[config.mk]
export PLATFORM = sky130hd
export DESIGN_NAME = tcm_exec_unit_flat
export DESIGN_NICKNAME = d
export VERILOG_FILES = /design/src/rtl/tcm_exec_unit_if.sv /design/src/rtl/tcm_exec_unit.sv /design/src/flat_wrapper.sv
export SDC_FILE = /design/constraint.sdc
export NUM_CORES = 1
export LEC_CHECK = 0
export CAP_MARGIN = 40
export CORE_UTILIZATION = 40
export CTS_BUF_LIST = sky130_fd_sc_hd__clkbuf_8
export DETAILED_ROUTE_END_ITERATION = 16
export PLACE_DENSITY = 0.78
export SKIP_CTS_REPAIR_TIMING = 1
export SLEW_MARGIN = 0
export SYNTH_ARGS = -nofsm -noshare
export SYNTH_HDL_FRONTEND = slang
export SYNTH_SLANG_ARGS = --single-unit
export TNS_END_PERCENT = 30
[constraint.sdc]
create_clock -name CLK -period 1.9 [get_ports CLK]
set_input_delay 0.285 -clock CLK [delete_from_list [all_inputs] [get_ports CLK]]
set_output_delay 0.285 -clock CLK [all_outputs]
set_load 0.02 [all_outputs]
[src/rtl/tcm_exec_unit_if.sv]
// Instruction handshake bus between the fetch side and the two-counter machine's execute stage.
interface tcm_exec_unit_if #(
  parameter int unsigned ADDR_W = 4
);
  logic              instr_valid;
  logic              instr_ready;
  logic [1:0]        opcode;
  logic              reg_sel;
  logic [ADDR_W-1:0] jmp_target;

  // Instruction source.
  modport master (
    output instr_valid,
    output opcode,
    output reg_sel,
    output jmp_target,
    input  instr_ready
  );

  // Execute unit.
  modport slave (
    input  instr_valid,
    input  opcode,
    input  reg_sel,
    input  jmp_target,
    output instr_ready
  );
endinterface

[src/rtl/tcm_exec_unit.sv]
// Execute stage of the two-counter machine (counters A=0, B=1).
// Accepts one instruction per three cycles, drives the counter-file write port,
// resolves JZ branches and keeps the program counter.
// Optional macro TCM_SAT_EN: INC saturates at 255 and pulses ovf instead of wrapping.
module tcm_exec_unit #(
  parameter int unsigned ADDR_W = 4
) (
  input  logic              CLK,
  input  logic              reset,
  tcm_exec_unit_if.slave    instr,
  output logic [ADDR_W-1:0] pc,
  output logic              halted,
  output logic              rf_WE,
  output logic              rf_dest,
  output logic [7:0]        rf_WB,
  output logic              rf_srcA,
  output logic              rf_srcB,
  input  logic [7:0]        rf_R1,
  input  logic [7:0]        rf_R2,
  output logic              zero_a,
  output logic              zero_b
`ifdef TCM_SAT_EN
  ,
  output logic              ovf
`endif
);

  localparam logic [1:0] OpInc  = 2'b00;
  localparam logic [1:0] OpDec  = 2'b01;
  localparam logic [1:0] OpJz   = 2'b10;
  localparam logic [1:0] OpHalt = 2'b11;

  typedef enum logic [1:0] {StIdle, StExec, StCommit, StHalt} state_t;

  state_t            state_q, state_d;
  logic [ADDR_W-1:0] pc_q;
  logic              halted_q;
  logic              sel_q;
  logic [1:0]        op_q;
  logic [ADDR_W-1:0] tgt_q;
  logic              taken_q;
  logic              accept;
  logic              r1_zero;
  logic              r1_max;

  assign accept  = instr.instr_valid & instr.instr_ready;
  assign r1_zero = (rf_R1 == 8'd0);
  assign r1_max  = (rf_R1 == 8'hFF);

  // Ready only in IDLE, and forced low while reset is held.
  assign instr.instr_ready = (state_q == StIdle) & reset;

  assign pc      = pc_q;
  assign halted  = halted_q;
  assign rf_srcA = sel_q;
  assign rf_srcB = ~sel_q;

  // R1 always carries the operand counter, so map back to A/B through sel.
  assign zero_a = sel_q ? (rf_R2 == 8'd0) : r1_zero;
  assign zero_b = sel_q ? r1_zero : (rf_R2 == 8'd0);

  // Next-state logic.
  always_comb begin
    state_d = state_q;
    unique case (state_q)
      StIdle:   if (accept) state_d = (instr.opcode == OpHalt) ? StHalt : StExec;
      StExec:   state_d = StCommit;
      StCommit: state_d = StIdle;
      StHalt:   state_d = StHalt;
      default:  state_d = StIdle;
    endcase
  end

  // Write port decode: gated by the EXEC state register, so an async reset kills it at once.
  always_comb begin
    rf_WE   = 1'b0;
    rf_WB   = 8'd0;
    rf_dest = sel_q;
    if (state_q == StExec) begin
      unique case (op_q)
        OpInc: begin
`ifdef TCM_SAT_EN
          rf_WE = ~r1_max;
`else
          rf_WE = 1'b1;
`endif
          rf_WB = rf_R1 + 8'd1;
        end
        OpDec: begin
          rf_WE = ~r1_zero;
          rf_WB = rf_R1 - 8'd1;
        end
        default: begin
          rf_WE = 1'b0;
          rf_WB = 8'd0;
        end
      endcase
    end
  end

  // State register and latched instruction fields.
  always_ff @(posedge CLK or negedge reset) begin
    if (!reset) begin
      state_q  <= StIdle;
      pc_q     <= '0;
      halted_q <= 1'b0;
      sel_q    <= 1'b0;
      op_q     <= OpInc;
      tgt_q    <= '0;
      taken_q  <= 1'b0;
    end else begin
      state_q <= state_d;
      if (accept) begin
        sel_q <= instr.reg_sel;
        op_q  <= instr.opcode;
        tgt_q <= instr.jmp_target;
        if (instr.opcode == OpHalt) halted_q <= 1'b1;
      end
      if (state_q == StExec) taken_q <= (op_q == OpJz) & r1_zero;
      if (state_q == StCommit) pc_q <= taken_q ? tgt_q : pc_q + ADDR_W'(1);
    end
  end

`ifdef TCM_SAT_EN
  logic ovf_q;

  // Saturation flag: set at the end of EXEC so it covers exactly the COMMIT cycle.
  always_ff @(posedge CLK or negedge reset) begin
    if (!reset) ovf_q <= 1'b0;
    else        ovf_q <= (state_q == StExec) & (op_q == OpInc) & r1_max;
  end

  assign ovf = ovf_q;
`endif

endmodule

[src/flat_wrapper.sv]
// flat-port wrapper written by rule: the top's interface ports become plain ports
module tcm_exec_unit_flat 
#(
  parameter int unsigned ADDR_W = 4
)
  (CLK, reset, pc, halted, rf_WE, rf_dest, rf_WB, rf_srcA, rf_srcB, rf_R1, rf_R2, zero_a, zero_b, instr_instr_valid, instr_opcode, instr_reg_sel, instr_jmp_target, instr_instr_ready);
  tcm_exec_unit_if #(.ADDR_W(ADDR_W)) instr_i ();
  input  logic CLK;
  input  logic reset;
  output logic [ADDR_W-1:0] pc;
  output logic halted;
  output logic rf_WE;
  output logic rf_dest;
  output logic [7:0] rf_WB;
  output logic rf_srcA;
  output logic rf_srcB;
  input  logic [7:0] rf_R1;
  input  logic [7:0] rf_R2;
  output logic zero_a;
  output logic zero_b;
  input wire logic [$bits(instr_i.instr_valid)-1:0] instr_instr_valid;
  input wire logic [$bits(instr_i.opcode)-1:0] instr_opcode;
  input wire logic [$bits(instr_i.reg_sel)-1:0] instr_reg_sel;
  input wire logic [$bits(instr_i.jmp_target)-1:0] instr_jmp_target;
  output wire logic [$bits(instr_i.instr_ready)-1:0] instr_instr_ready;
  assign instr_i.instr_valid = instr_instr_valid;
  assign instr_i.opcode = instr_opcode;
  assign instr_i.reg_sel = instr_reg_sel;
  assign instr_i.jmp_target = instr_jmp_target;
  assign instr_instr_ready = instr_i.instr_ready;
  tcm_exec_unit #(.ADDR_W(ADDR_W)) u_core (.CLK(CLK), .reset(reset), .instr(instr_i), .pc(pc), .halted(halted), .rf_WE(rf_WE), .rf_dest(rf_dest), .rf_WB(rf_WB), .rf_srcA(rf_srcA), .rf_srcB(rf_srcB), .rf_R1(rf_R1), .rf_R2(rf_R2), .zero_a(zero_a), .zero_b(zero_b));
endmodule
Word level (Yosys, flattened, before mapping)

Cells that the tools add are included.

Bits in registers: 15
Input port bits: 26
Output and inout bits: 20
Word-level logic and storage cells: 37

Add/subtract/negate cells: 3
Equality and inequality tests: 7
Multiplexer cells: 10
Bitwise gates (word level): 5
Reductions and logical operators: 5

Operators with widths:

| kind                                                  | number |
|---|---|
| logical NOT 8 bit                                     | 2 |
| one-hot mux 8 bit (2 select lines)                    | 1 |
| adder 8 x 1 -> 8 bit, second input constant           | 1 |
| equality test 2 bit, second input constant            | 4 |
| 2-to-1 mux 8 bit                                      | 1 |
| one-hot mux 2 bit (4 select lines)                    | 1 |
| subtractor 8 x 1 -> 8 bit, second input constant      | 1 |
| adder 4 x 1 -> 4 bit, second input constant           | 1 |
| equality test 2 x 1 -> 1 bit, second input constant   | 2 |
| logical NOT 2 bit                                     | 2 |
| 2-to-1 mux 2 bit                                      | 2 |
| 2-to-1 mux 4 bit                                      | 1 |
| AND 1 bit                                             | 3 |
| 2-to-1 mux 1 bit                                      | 3 |
| inequality test 2 x 1 -> 1 bit, second input constant | 1 |
| inverter 1 bit                                        | 2 |
| one-hot mux 1 bit (2 select lines)                    | 1 |
| AND reduction 2 bit                                   | 1 |

Longest topological paths before layout

Gate-level depths: netlist of run 1.

Word-level depth: 5
Depth in mapped cells: 9
Mapped depth without buffers: 8

Least setup slack after synthesis of run 1

No wires, ideal clock.

Path kind: register to output
Start point: register u_core.op_q[1]
End point: output rf_WB[6]
Arrival time: 2070 ps
Required time: 1615 ps
Path slack: -455 ps
Stages on the path, launching flop included: 10
Buffers on the path: 1
Path through: dfrtp_1 -> nand2b_1 -> buf_6 -> xnor2_1 -> ha_1 -> o31ai_1 -> a21oi_1 -> o211ai_1 -> a21oi_1 -> nor3b_1

Cells in the longest elaborated chain, start to end: 3
Elaborated cells on any way between the ends: 4
Classes of those cells: 1 x eq/ne; 2 x mux; 1 x reduce/logical

RTL lines:

| element                                                           | line                 | RTL |
|---|---|---|
| from (decl)                                                       | tcm_exec_unit.sv:39  | `logic [1:0] op_q;` |
| from (signal assigned)                                            | tcm_exec_unit.sv:108 | `op_q <= OpInc;` |
| from (signal assigned)                                            | tcm_exec_unit.sv:115 | `op_q <= instr.opcode;` |
| equality test 2 x 1 -> 1 bit or logical NOT 2 bit (tied branches) | tcm_exec_unit.sv:80  | `unique case (op_q)` |
| one-hot mux 8 bit (2 select lines) (*)                            | tcm_exec_unit.sv:80  |  |
| 2-to-1 mux 8 bit (*)                                              | tcm_exec_unit.sv:79  | `if (state_q == StExec) begin` |
| to (decl)                                                         | flat_wrapper.sv:14   | `output logic [7:0] rf_WB;` |

Mark *: on every way between the ends. The rest lies on a longest branch, timed or not.

Worst setup path after layout of run 1

Same ends and word-level chain as after synthesis.

==> impl_metrics.env, run 1 <==
export IMPL_status="finished, violations left"
export IMPL_failed_checks="setup timing"
export IMPL_final_setup_skew_ns=0.006394
export IMPL_grt_pass1_vias=1296
export IMPL_antenna_found_initial=0
export IMPL_worst_slew_margin_rel_pct=74.22
export IMPL_cts_buffers_inserted=3
export IMPL_ys_types=44
export IMPL_final_seq_area_sq_um=375.4
export IMPL_final_common_cell="clkdlybuf4s50_1"
export IMPL_multiInputGateArea_sq_um=799.5
export IMPL_die_area_sq_um=3129
export IMPL_fillers=234
export IMPL_drtAntennaViolNets=0
export IMPL_rsz0062_at_grt="yes"
export IMPL_worstPathArrival_ns=2.08
export IMPL_drive_gt1_share_pct=32.50
export IMPL_htree_levels=1
export IMPL_hold_path_class="primary input to asynchronous set/reset pin"
export IMPL_grt_usage_pct=21.87
export IMPL_via_count=1258
export IMPL_avgViaCountPerCell=5.446
export IMPL_drv_cap=0
export IMPL_fin_util_pct=69.42
export IMPL_fin_crit_ns=2.363
export IMPL_totalPowerFinal_mw=2.771
export IMPL_cp_slowest_stage_delay_ns=0.38
export IMPL_core_sq_um=2758
export IMPL_synth_fp_nets=168
export IMPL_synthCells=132
export IMPL_start_util_pct=42.20
export IMPL_setup_viol=9
export IMPL_timing_rr_end="u_core.state_q[1]$_DFFE_PN0P_"
export IMPL_endpoint_kind="primary output"
export IMPL_io_pins=46
export IMPL_critPathKind="flop to primary output"
export IMPL_wl_per_cell_um=13.97
export IMPL_path_cells="nand2b_4 > xnor2_1 > ha_2 > o31ai_1 > a21oi_1 > o211ai_1 > a21oi_1 > nor3b_2 > buf_4"
export IMPL_nets=237
export IMPL_ys_seq_area_share_pct=32.26
export IMPL_dr_pass1_iters=4
export IMPL_grt_max_degree=16
export IMPL_r2r_start="u_core.state_q[0]$_DFFE_PN0P_"
export IMPL_reg2reg_slack_ns=0.22
export IMPL_worst_slack_ns=-0.4631
export IMPL_critPathTopFamily="compound AO/OA/AOI/OAI gates"
export IMPL_avgSynthCellArea_sq_um=8.815
export IMPL_p_leak_nw=0.9003
export IMPL_clockRootBuffer="clkbuf_8"
export IMPL_power_density_nw_per_um2=1448
export IMPL_initialDrtViolationCount=41
export IMPL_worstSkewPairLatency_ns=0.26
export IMPL_cts_sinks=15
export IMPL_gp_congestion=0.8356
export IMPL_endpoint="rf_WB[6]"
export IMPL_io_buffers=45
export IMPL_worst_slew_pin_slew_ns=0.3855
export IMPL_dpl_hpwl_um=2434
export IMPL_cts_tree="built"
export IMPL_grt_pass1_wl_um=5485
export IMPL_start_kind="flop"
export IMPL_slowest_stage="dfrtp_1"
export IMPL_num_rows=19
export IMPL_synthFlopType="dfrtp_1"
export IMPL_grt_remaining_overflow=0
export IMPL_ys_ff_latch=15
export IMPL_ir_worst_vdd_uv=1093
export IMPL_worst_path_stages=9
export IMPL_yosysWarnings=0
export IMPL_area_delta_synth_final_pct=64.52
export IMPL_report_final_slew_viol_count=0
export IMPL_synth_edff_count=0
export IMPL_synth_area_sq_um=1164
export IMPL_cts_root_to_sink_buffers=2
export IMPL_die_w_um=55.94
export IMPL_drc=0
export IMPL_antennaDiodeCount=0
export IMPL_die_h_um=55.94
export IMPL_fmax_mhz=423.2
export IMPL_async_reset_ff_share_pct=100.0
export IMPL_timing_final_crit_share_pct=124.4
export IMPL_layout_common_cells="clkdlybuf4s50_1 (31), buf_4 (29), dfrtp_1 (15), nor2_1 (13), nand2_1 (11)"
export IMPL_clkTransAtPathRegs_ns=0.07
export IMPL_reg2reg_depth=8
export IMPL_critPathBufInv=1
export IMPL_crit_required_ns=1.62
export IMPL_cpMostUsedCell="a21oi_1"
export IMPL_hold_viol_final=0
export IMPL_routed_wl_um=3227
export IMPL_critical_path_startpoint="u_core.op_q[1]$_DFFE_PN0P_"
export IMPL_worstPathMaxFanout=4
state kept, by name, summed over array words and instances (netlist names):
signal          count
u_core.halted       1
u_core.tgt_q        4
u_core.pc           4
u_core.op_q         2
u_core.state_q      2
u_core.rf_dest      1
u_core.taken_q      1
Yosys cell counts, drive strengths merged (2+ instances only):
library cell,instances,area [sq um]
nand2b,3,18.77
and3,2,12.51
ha,10,125.1
nor2,14,55.06
o21ai,7,35.03
nand2,12,45.04
nand3,2,10.01
or3,3,18.77
clkbuf,4,15.01
nor3,3,15.01
nor4,3,18.77
mux2,7,78.83
inv,7,31.28
a21oi,11,55.05
dfrtp,15,375.4
mux2i,2,20.02
xor2,2,17.52
xnor2,3,33.79
buf,2,18.77
metal layers:
metal  GRT usage, %  share of wire, %  vias up
li1               -                 -      610
met1          24.56                42      605
met2          40.10                52       39
met3          5.116               5.1        4
met4          8.014              0.96        0
met5              0                 0        -
power by group:
part           switching (mW)  leakage [nW]  internal [mW]
clock network           0.127        0.0217          0.148
registers               0.110         0.181          0.469
logic                   0.963         0.698          0.956
total                    1.20         0.900           1.57
final cells by class:
type	count	share of cell area [%]
Multi-Input combinational cell	104	41.76
Timing Repair Buffer	70	32.42
Sequential cell	15	19.61
Clock buffer	3	2.157
Tap cell	31	2.026
Inverter	7	1.634
Clock inverter	1	0.3922
kinds of logic (layout without fill, tap and decap cells):
kind of cell / after synthesis / after routing / synth area share (%)
and+or+nand+nor: 47 / 47 / 19.89
muxes: 9 / 9 / 8.495
xor gates and xnor gates: 5 / 5 / 4.410
buffers and inverters: 13 / 81 / 5.591
adders and majority gates: 11 / 11 / 11.72
AOI/OAI and AO/OA: 32 / 32 / 17.64
DFF: 15 / 15 / 32.26
stage by stage:
stage	instance area [sq um]	setup TNS (ns)	hold WS [ns]	setup WS, ns	std cells
floorplan	1175	-0.7450	-0.01059	-0.2431	132
global placement	1803	-6.591	0.4624	-0.8171	225
detailed placement	1803	-6.916	0.4821	-0.8655	225
CTS	1852	-8.409	0.3929	-1.050	229
global route	1914	-3.177	0.3937	-0.5339	231
finish	1914	-2.438	0.3731	-0.4631	231
how the worst min path moves through the flow:
stage                                    from                          end  slack [ns]  depth (start not counted)
global placement    u_core.halted$_DFFE_PN0P_    u_core.halted$_DFFE_PN0P_        0.46                          1
floorplan                               reset    u_core.halted$_DFFE_PN0P_       -0.01                          0
CTS                                     reset  u_core.tgt_q[1]$_DFFE_PN0P_        0.39                          2
finish                                  reset  u_core.tgt_q[0]$_DFFE_PN0P_        0.37                          2
detailed placement  u_core.halted$_DFFE_PN0P_    u_core.halted$_DFFE_PN0P_        0.48                          1
global route                            reset  u_core.tgt_q[0]$_DFFE_PN0P_        0.39                          2
worst reg2reg max path, cell delays in order (launching register included):
cell	delay, ns
dfrtp_1	0.35
buf_4	0.13
inv_1	0.07
ha_1	0.22
and2_1	0.17
nand2_2	0.20
nand2_1	0.15
o311ai_1	0.11
o21ai_0	0.15
(Power assumes the default switching activity.)
==> inputs of run 2 (changes only) <==
--- a/config.mk
+++ b/config.mk
@@ -9,9 +9,9 @@
 export CORE_UTILIZATION = 40
 export CTS_BUF_LIST = sky130_fd_sc_hd__clkbuf_8
 export DETAILED_ROUTE_END_ITERATION = 16
-export PLACE_DENSITY = 0.78
+export PLACE_DENSITY = 0.75
 export SKIP_CTS_REPAIR_TIMING = 1
-export SLEW_MARGIN = 0
+export SLEW_MARGIN = 25
 export SYNTH_ARGS = -nofsm -noshare
 export SYNTH_HDL_FRONTEND = slang
 export SYNTH_SLANG_ARGS = --single-unit
==> constraint.sdc (replaced) <==
create_clock -name CLK -period 2.3 [get_ports CLK]
set_input_delay 0.345 -clock CLK [delete_from_list [all_inputs] [get_ports CLK]]
set_output_delay 0.345 -clock CLK [all_outputs]
set_load 0.02 [all_outputs]
==> impl_metrics.env, run 2 (synthesis results as in run 1) <==
export IMPL_gp_congestion=0.8641
export IMPL_reg2reg_slack_ns=0.58
export IMPL_final_seq_area_sq_um=375.4
export IMPL_die_area_sq_um=3129
export IMPL_fillers=206
export IMPL_initialDrtViolationCount=50
export IMPL_area_delta_synth_final_pct=66.24
export IMPL_drive_gt1_share_pct=31.53
export IMPL_final_setup_skew_ns=0.001082
export IMPL_worstSkewPairLatency_ns=0.25
export IMPL_failed_checks="setup timing"
export IMPL_p_leak_nw=0.9133
export IMPL_die_w_um=55.94
export IMPL_worstPathMaxFanout=4
export IMPL_fin_cells=234
export IMPL_start_util_pct=42.20
export IMPL_path_cells="clkdlybuf4s50_1 > xnor2_1 > ha_2 > o31ai_4 > a21oi_2 > o211ai_1 > a21oi_1 > nor3b_2 > buf_4"
export IMPL_nets=240
export IMPL_grt_pass1_wl_um=5016
export IMPL_endpoint_kind="primary output"
export IMPL_cts_tree="built"
export IMPL_status="finished, violations left"
export IMPL_pwr_share_seq_pct=21.1
export IMPL_final_common_cell="clkdlybuf4s50_1"
export IMPL_setup_viol=7
export IMPL_cts_sinks=15
export IMPL_grt_pass1_vias=1195
export IMPL_htree_levels=1
export IMPL_worst_slew_pin_slew_ns=0.4066
export IMPL_start_kind="primary input"
export IMPL_hold_path_class="primary input to asynchronous set/reset pin"
export IMPL_worst_path_stages=9
export IMPL_slowest_stage="clkdlybuf4s50_1"
export IMPL_grt_max_degree=16
export IMPL_grt_remaining_overflow=0
export IMPL_num_rows=19
export IMPL_die_h_um=55.94
export IMPL_rsz0062_at_grt="yes"
export IMPL_cts_root_to_sink_buffers=2
export IMPL_antennaDiodeCount=0
export IMPL_hold_viol_final=0
export IMPL_dp_cells=225
export IMPL_worst_slew_margin_rel_pct=72.83
export IMPL_clkTransAtPathRegs_ns=0.06
export IMPL_antenna_found_initial=0
export IMPL_crit_required_ns=1.96
export IMPL_multiInputGateArea_sq_um=794.5
export IMPL_report_final_slew_viol_count=0
export IMPL_critPathTopFamily="buffers and inverters"
export IMPL_fmax_mhz=405.7
export IMPL_power_density_nw_per_um2=1216
export IMPL_cts_buffers_inserted=3
export IMPL_fin_crit_ns=2.465
export IMPL_via_count=1274
export IMPL_timing_final_crit_share_pct=107.2
export IMPL_drv_cap=0
export IMPL_netSwitchingFraction_pct=43.26
export IMPL_io_buffers=45
export IMPL_totalPowerFinal_mw=2.352
export IMPL_drc=0
export IMPL_cp_slowest_stage_delay_ns=0.52
export IMPL_drtAntennaViolNets=0
export IMPL_dr_pass1_iters=4
export IMPL_fin_util_pct=70.15
export IMPL_layout_common_cells="clkdlybuf4s50_1 (33), buf_4 (30), dfrtp_1 (15), nor2_1 (13), nand2_1 (12)"
export IMPL_worstPathArrival_ns=2.12
export IMPL_fin_tns_setup_ns=-0.5057
export IMPL_grt_usage_pct=20.09
export IMPL_avgViaCountPerCell=5.444
export IMPL_io_pins=46
export IMPL_switching_power_mw=1.018
export IMPL_routed_wl_um=3373
export IMPL_critPathKind="primary input to primary output"
export IMPL_internal_power_mw=1.335
export IMPL_reg2reg_depth=7
export IMPL_worst_slack_ns=-0.1651
export IMPL_clockRootBuffer="clkbuf_8"
export IMPL_core_sq_um=2758
export IMPL_comb_power_share_pct=69.5
export IMPL_critPathBufInv=2
export IMPL_dpl_hpwl_um=2367
export IMPL_wl_per_cell_um=14.41
export IMPL_power_frac_clock_pct=9.4
export IMPL_ir_worst_vdd_uv=1031
-- run 2: through the flow --
stage          hold WS (ns)  setup slack (ns)  area, sq um
2_1_floorplan       0.04941          0.003586         1169
3_3_place_gp         0.4608           -0.5894         1797
3_5_place_dp         0.4748           -0.6091         1797
4_1_cts              0.4472           -0.7543         1843
5_1_grt              0.4583           -0.2613         1934
6_report             0.4408           -0.1651         1934
-- run 2: final timing paths --
path,startpoint,endpoint
setup / recovery,rf_R1[1],rf_WB[6]
hold / removal,reset,u_core.tgt_q[0]$_DFFE_PN0P_
setup reg to reg,u_core.state_q[0]$_DFFE_PN0P_,u_core.state_q[1]$_DFFE_PN0P_
hold reg to reg,u_core.halted$_DFFE_PN0P_,u_core.halted$_DFFE_PN0P_
max in group asynchronous,reset,u_core.op_q[0]$_DFFE_PN0P_
min in group CLK,u_core.halted$_DFFE_PN0P_,u_core.halted$_DFFE_PN0P_
-- run 2: power groups by stage --
stage / Clock (mW) / Combinational, mW / Sequential, mW
global route: 0.237 / 1.77 / 0.509
detailed placement: 0 / 1.50 / 0.488
finish: 0.220 / 1.64 / 0.496
global placement: 0 / 1.45 / 0.475
floorplan: 0 / 0.828 / 0.532
CTS: 0.223 / 1.52 / 0.487
-- run 2: metal layers --
metal | share of wire [%] | global-route usage (%) | up-vias
li1 | - | - | 610
met1 | 43 | 24.55 | 609
met4 | 0.86 | 5.923 | 0
met5 | 0 | 0 | -
met3 | 4.6 | 3.256 | 4
met2 | 51 | 36.32 | 51
-- run 2: cell type report --
class	instances	area share, %
timing repair buffer	73	33.51
inverter	7	1.617
multi-input combinational	104	41.07
sequential	15	19.40
clock inverter	1	0.2587
clock buffer	3	2.135
tap	31	2.005
==> inputs of run 3 (changes only) <==
--- a/config.mk
+++ b/config.mk
@@ -6,6 +6,7 @@
 export NUM_CORES = 1
 export LEC_CHECK = 0
 export CAP_MARGIN = 40
+export CORE_MARGIN = 10
 export CORE_UTILIZATION = 40
 export CTS_BUF_LIST = sky130_fd_sc_hd__clkbuf_8
 export DETAILED_ROUTE_END_ITERATION = 16
==> constraint.sdc (replaced) <==
create_clock -name CLK -period 2.3 [get_ports CLK]
set_input_delay 0.345 -clock CLK [delete_from_list [all_inputs] [get_ports CLK]]
set_output_delay 0.345 -clock CLK [all_outputs]
set_load 0.1 [all_outputs]
==> impl_metrics.env, run 3 (synthesis results as in run 1) <==
export IMPL_drv_cap=0
export IMPL_reg2reg_slack_ns=0.50
export IMPL_wl_met1_um=1509
export IMPL_cts_root_to_sink_buffers=2
export IMPL_gp_congestion=0.8709
export IMPL_final_common_cell="buf_4"
export IMPL_area_delta_synth_final_pct=76.34
export IMPL_die_h_um=73.94
export IMPL_cts_tree="built"
export IMPL_via_count=1221
export IMPL_initialDrtViolationCount=89
export IMPL_start_kind="flop"
export IMPL_cts_sinks=15
export IMPL_drive_gt1_share_pct=39.80
export IMPL_wl_met2_um=1747
export IMPL_fin_util_pct=74.41
export IMPL_start_util_pct=42.20
export IMPL_worstPathMaxFanout=4
export IMPL_final_setup_skew_ns=0.002313
export IMPL_worst_slack_ns=-0.2788
export IMPL_fin_tns_setup_ns=-1.012
export IMPL_report_final_slew_viol_count=0
export IMPL_highest_layer="met4"
export IMPL_rsz0062_at_grt="yes"
export IMPL_clockRootBuffer="clkbuf_8"
export IMPL_die_w_um=73.94
export IMPL_timing_rr_end="u_core.state_q[1]$_DFFE_PN0P_"
export IMPL_wl_per_cell_um=15.98
export IMPL_met3_length_um=291
export IMPL_dp_cells=223
export IMPL_grt_pass1_wl_um=5809
export IMPL_nets=233
export IMPL_grt_max_degree=16
export IMPL_antenna_found_initial=1
export IMPL_reg2reg_depth=7
export IMPL_worstPathArrival_ns=2.23
export IMPL_routed_wl_um=3644
export IMPL_clkTransAtPathRegs_ns=0.06
export IMPL_worst_slew_pin_slew_ns=0.3998
export IMPL_setup_viol=7
export IMPL_io_buffers=45
export IMPL_dr_pass1_iters=4
export IMPL_r2r_start="u_core.state_q[0]$_DFFE_PN0P_"
export IMPL_worstSkewPairLatency_ns=0.24
export IMPL_htree_levels=1
export IMPL_crit_required_ns=1.96
export IMPL_cts_buffers_inserted=3
export IMPL_endpoint_kind="primary output"
export IMPL_status="finished, violations left"
export IMPL_num_rows=19
export IMPL_hold_viol_final=0
export IMPL_worst_slew_margin_rel_pct=73.28
export IMPL_drc=0
export IMPL_failed_checks="setup timing"
export IMPL_grt_remaining_overflow=0
export IMPL_dpl_hpwl_um=2948
export IMPL_core_sq_um=2758
export IMPL_fin_cells=228
export IMPL_die_area_sq_um=5466
export IMPL_fin_crit_ns=2.579
export IMPL_drtAntennaViolNets=0
export IMPL_timing_final_crit_share_pct=112.1
export IMPL_grt_pass1_vias=1250
export IMPL_avgViaCountPerCell=5.355
export IMPL_critPathKind="flop to primary output"
export IMPL_io_pins=46
export IMPL_fmax_mhz=387.8
export IMPL_grt_usage_pct=12.84
export IMPL_layout_common_cells="buf_4 (29), clkdlybuf4s50_1 (22), dfrtp_1 (14), nand2_1 (12), buf_12 (12)"
export IMPL_hold_path_class="primary input to asynchronous set/reset pin"
==> run 3: stage by stage <==
stage | cell area [sq um] | setup WS, ns | hold WS, ns
6_report | 2052 | -0.2788 | 0.4380
5_1_grt | 2052 | -0.3963 | 0.4744
4_1_cts | 1969 | -0.3933 | 0.4430
3_5_place_dp | 1924 | -0.2956 | 0.4756
3_3_place_gp | 1924 | -0.2496 | 0.4627
2_1_floorplan | 1211 | -0.4744 | 0.04941
==> run 3: critical path: stages (launching register included) <==
cell and delay, ns:
dfrtp_1 0.39, nand2b_4 0.17, xnor2_2 0.13, ha_2 0.20, o31ai_2 0.22, a21oi_2 0.08
o211ai_1 0.27, a21oi_2 0.11, nor3b_4 0.22, buf_12 0.20
==> run 3: how the worst max path moves through the flow <==
stage | startpoint | slack (ns) | endpoint
global placement | rf_R1[1] | -0.25 | rf_WB[6]
CTS | u_core.op_q[0]$_DFFE_PN0P_ | -0.39 | rf_WB[5]
detailed placement | rf_R1[1] | -0.30 | rf_WB[6]
floorplan | u_core.op_q[1]$_DFFE_PN0P_ | -0.47 | rf_WB[6]
global route | u_core.op_q[1]$_DFFE_PN0P_ | -0.40 | rf_WB[6]
finish | u_core.op_q[1]$_DFFE_PN0P_ | -0.28 | rf_WB[6]
==> run 3: area by class of cell <==
cell class	instances	area, sq um
flip-flops and latches	15	376.6
multi-input cells	104	838.3
diodes	1	2.502
clock inverters	1	3.754
fillers	190	705.7
well taps	31	38.79
repair buffers	66	715.7
clock buffers	3	41.29
inverters	7	35.03
==> run 3: per-layer routing <==
| metal | vias up | global-route usage (%) |
|---|---|---|
| li1 | 606 | - |
| met3 | 8 | 4.521 |
| met1 | 564 | 14.71 |
| met2 | 43 | 22.73 |
| met5 | - | 0 |
| met4 | 0 | 2.070 |
Power of run 3 is left out: the tool's default activity adds up to more than one toggle a clock period on the data nets, which glitch-free logic cannot reach.
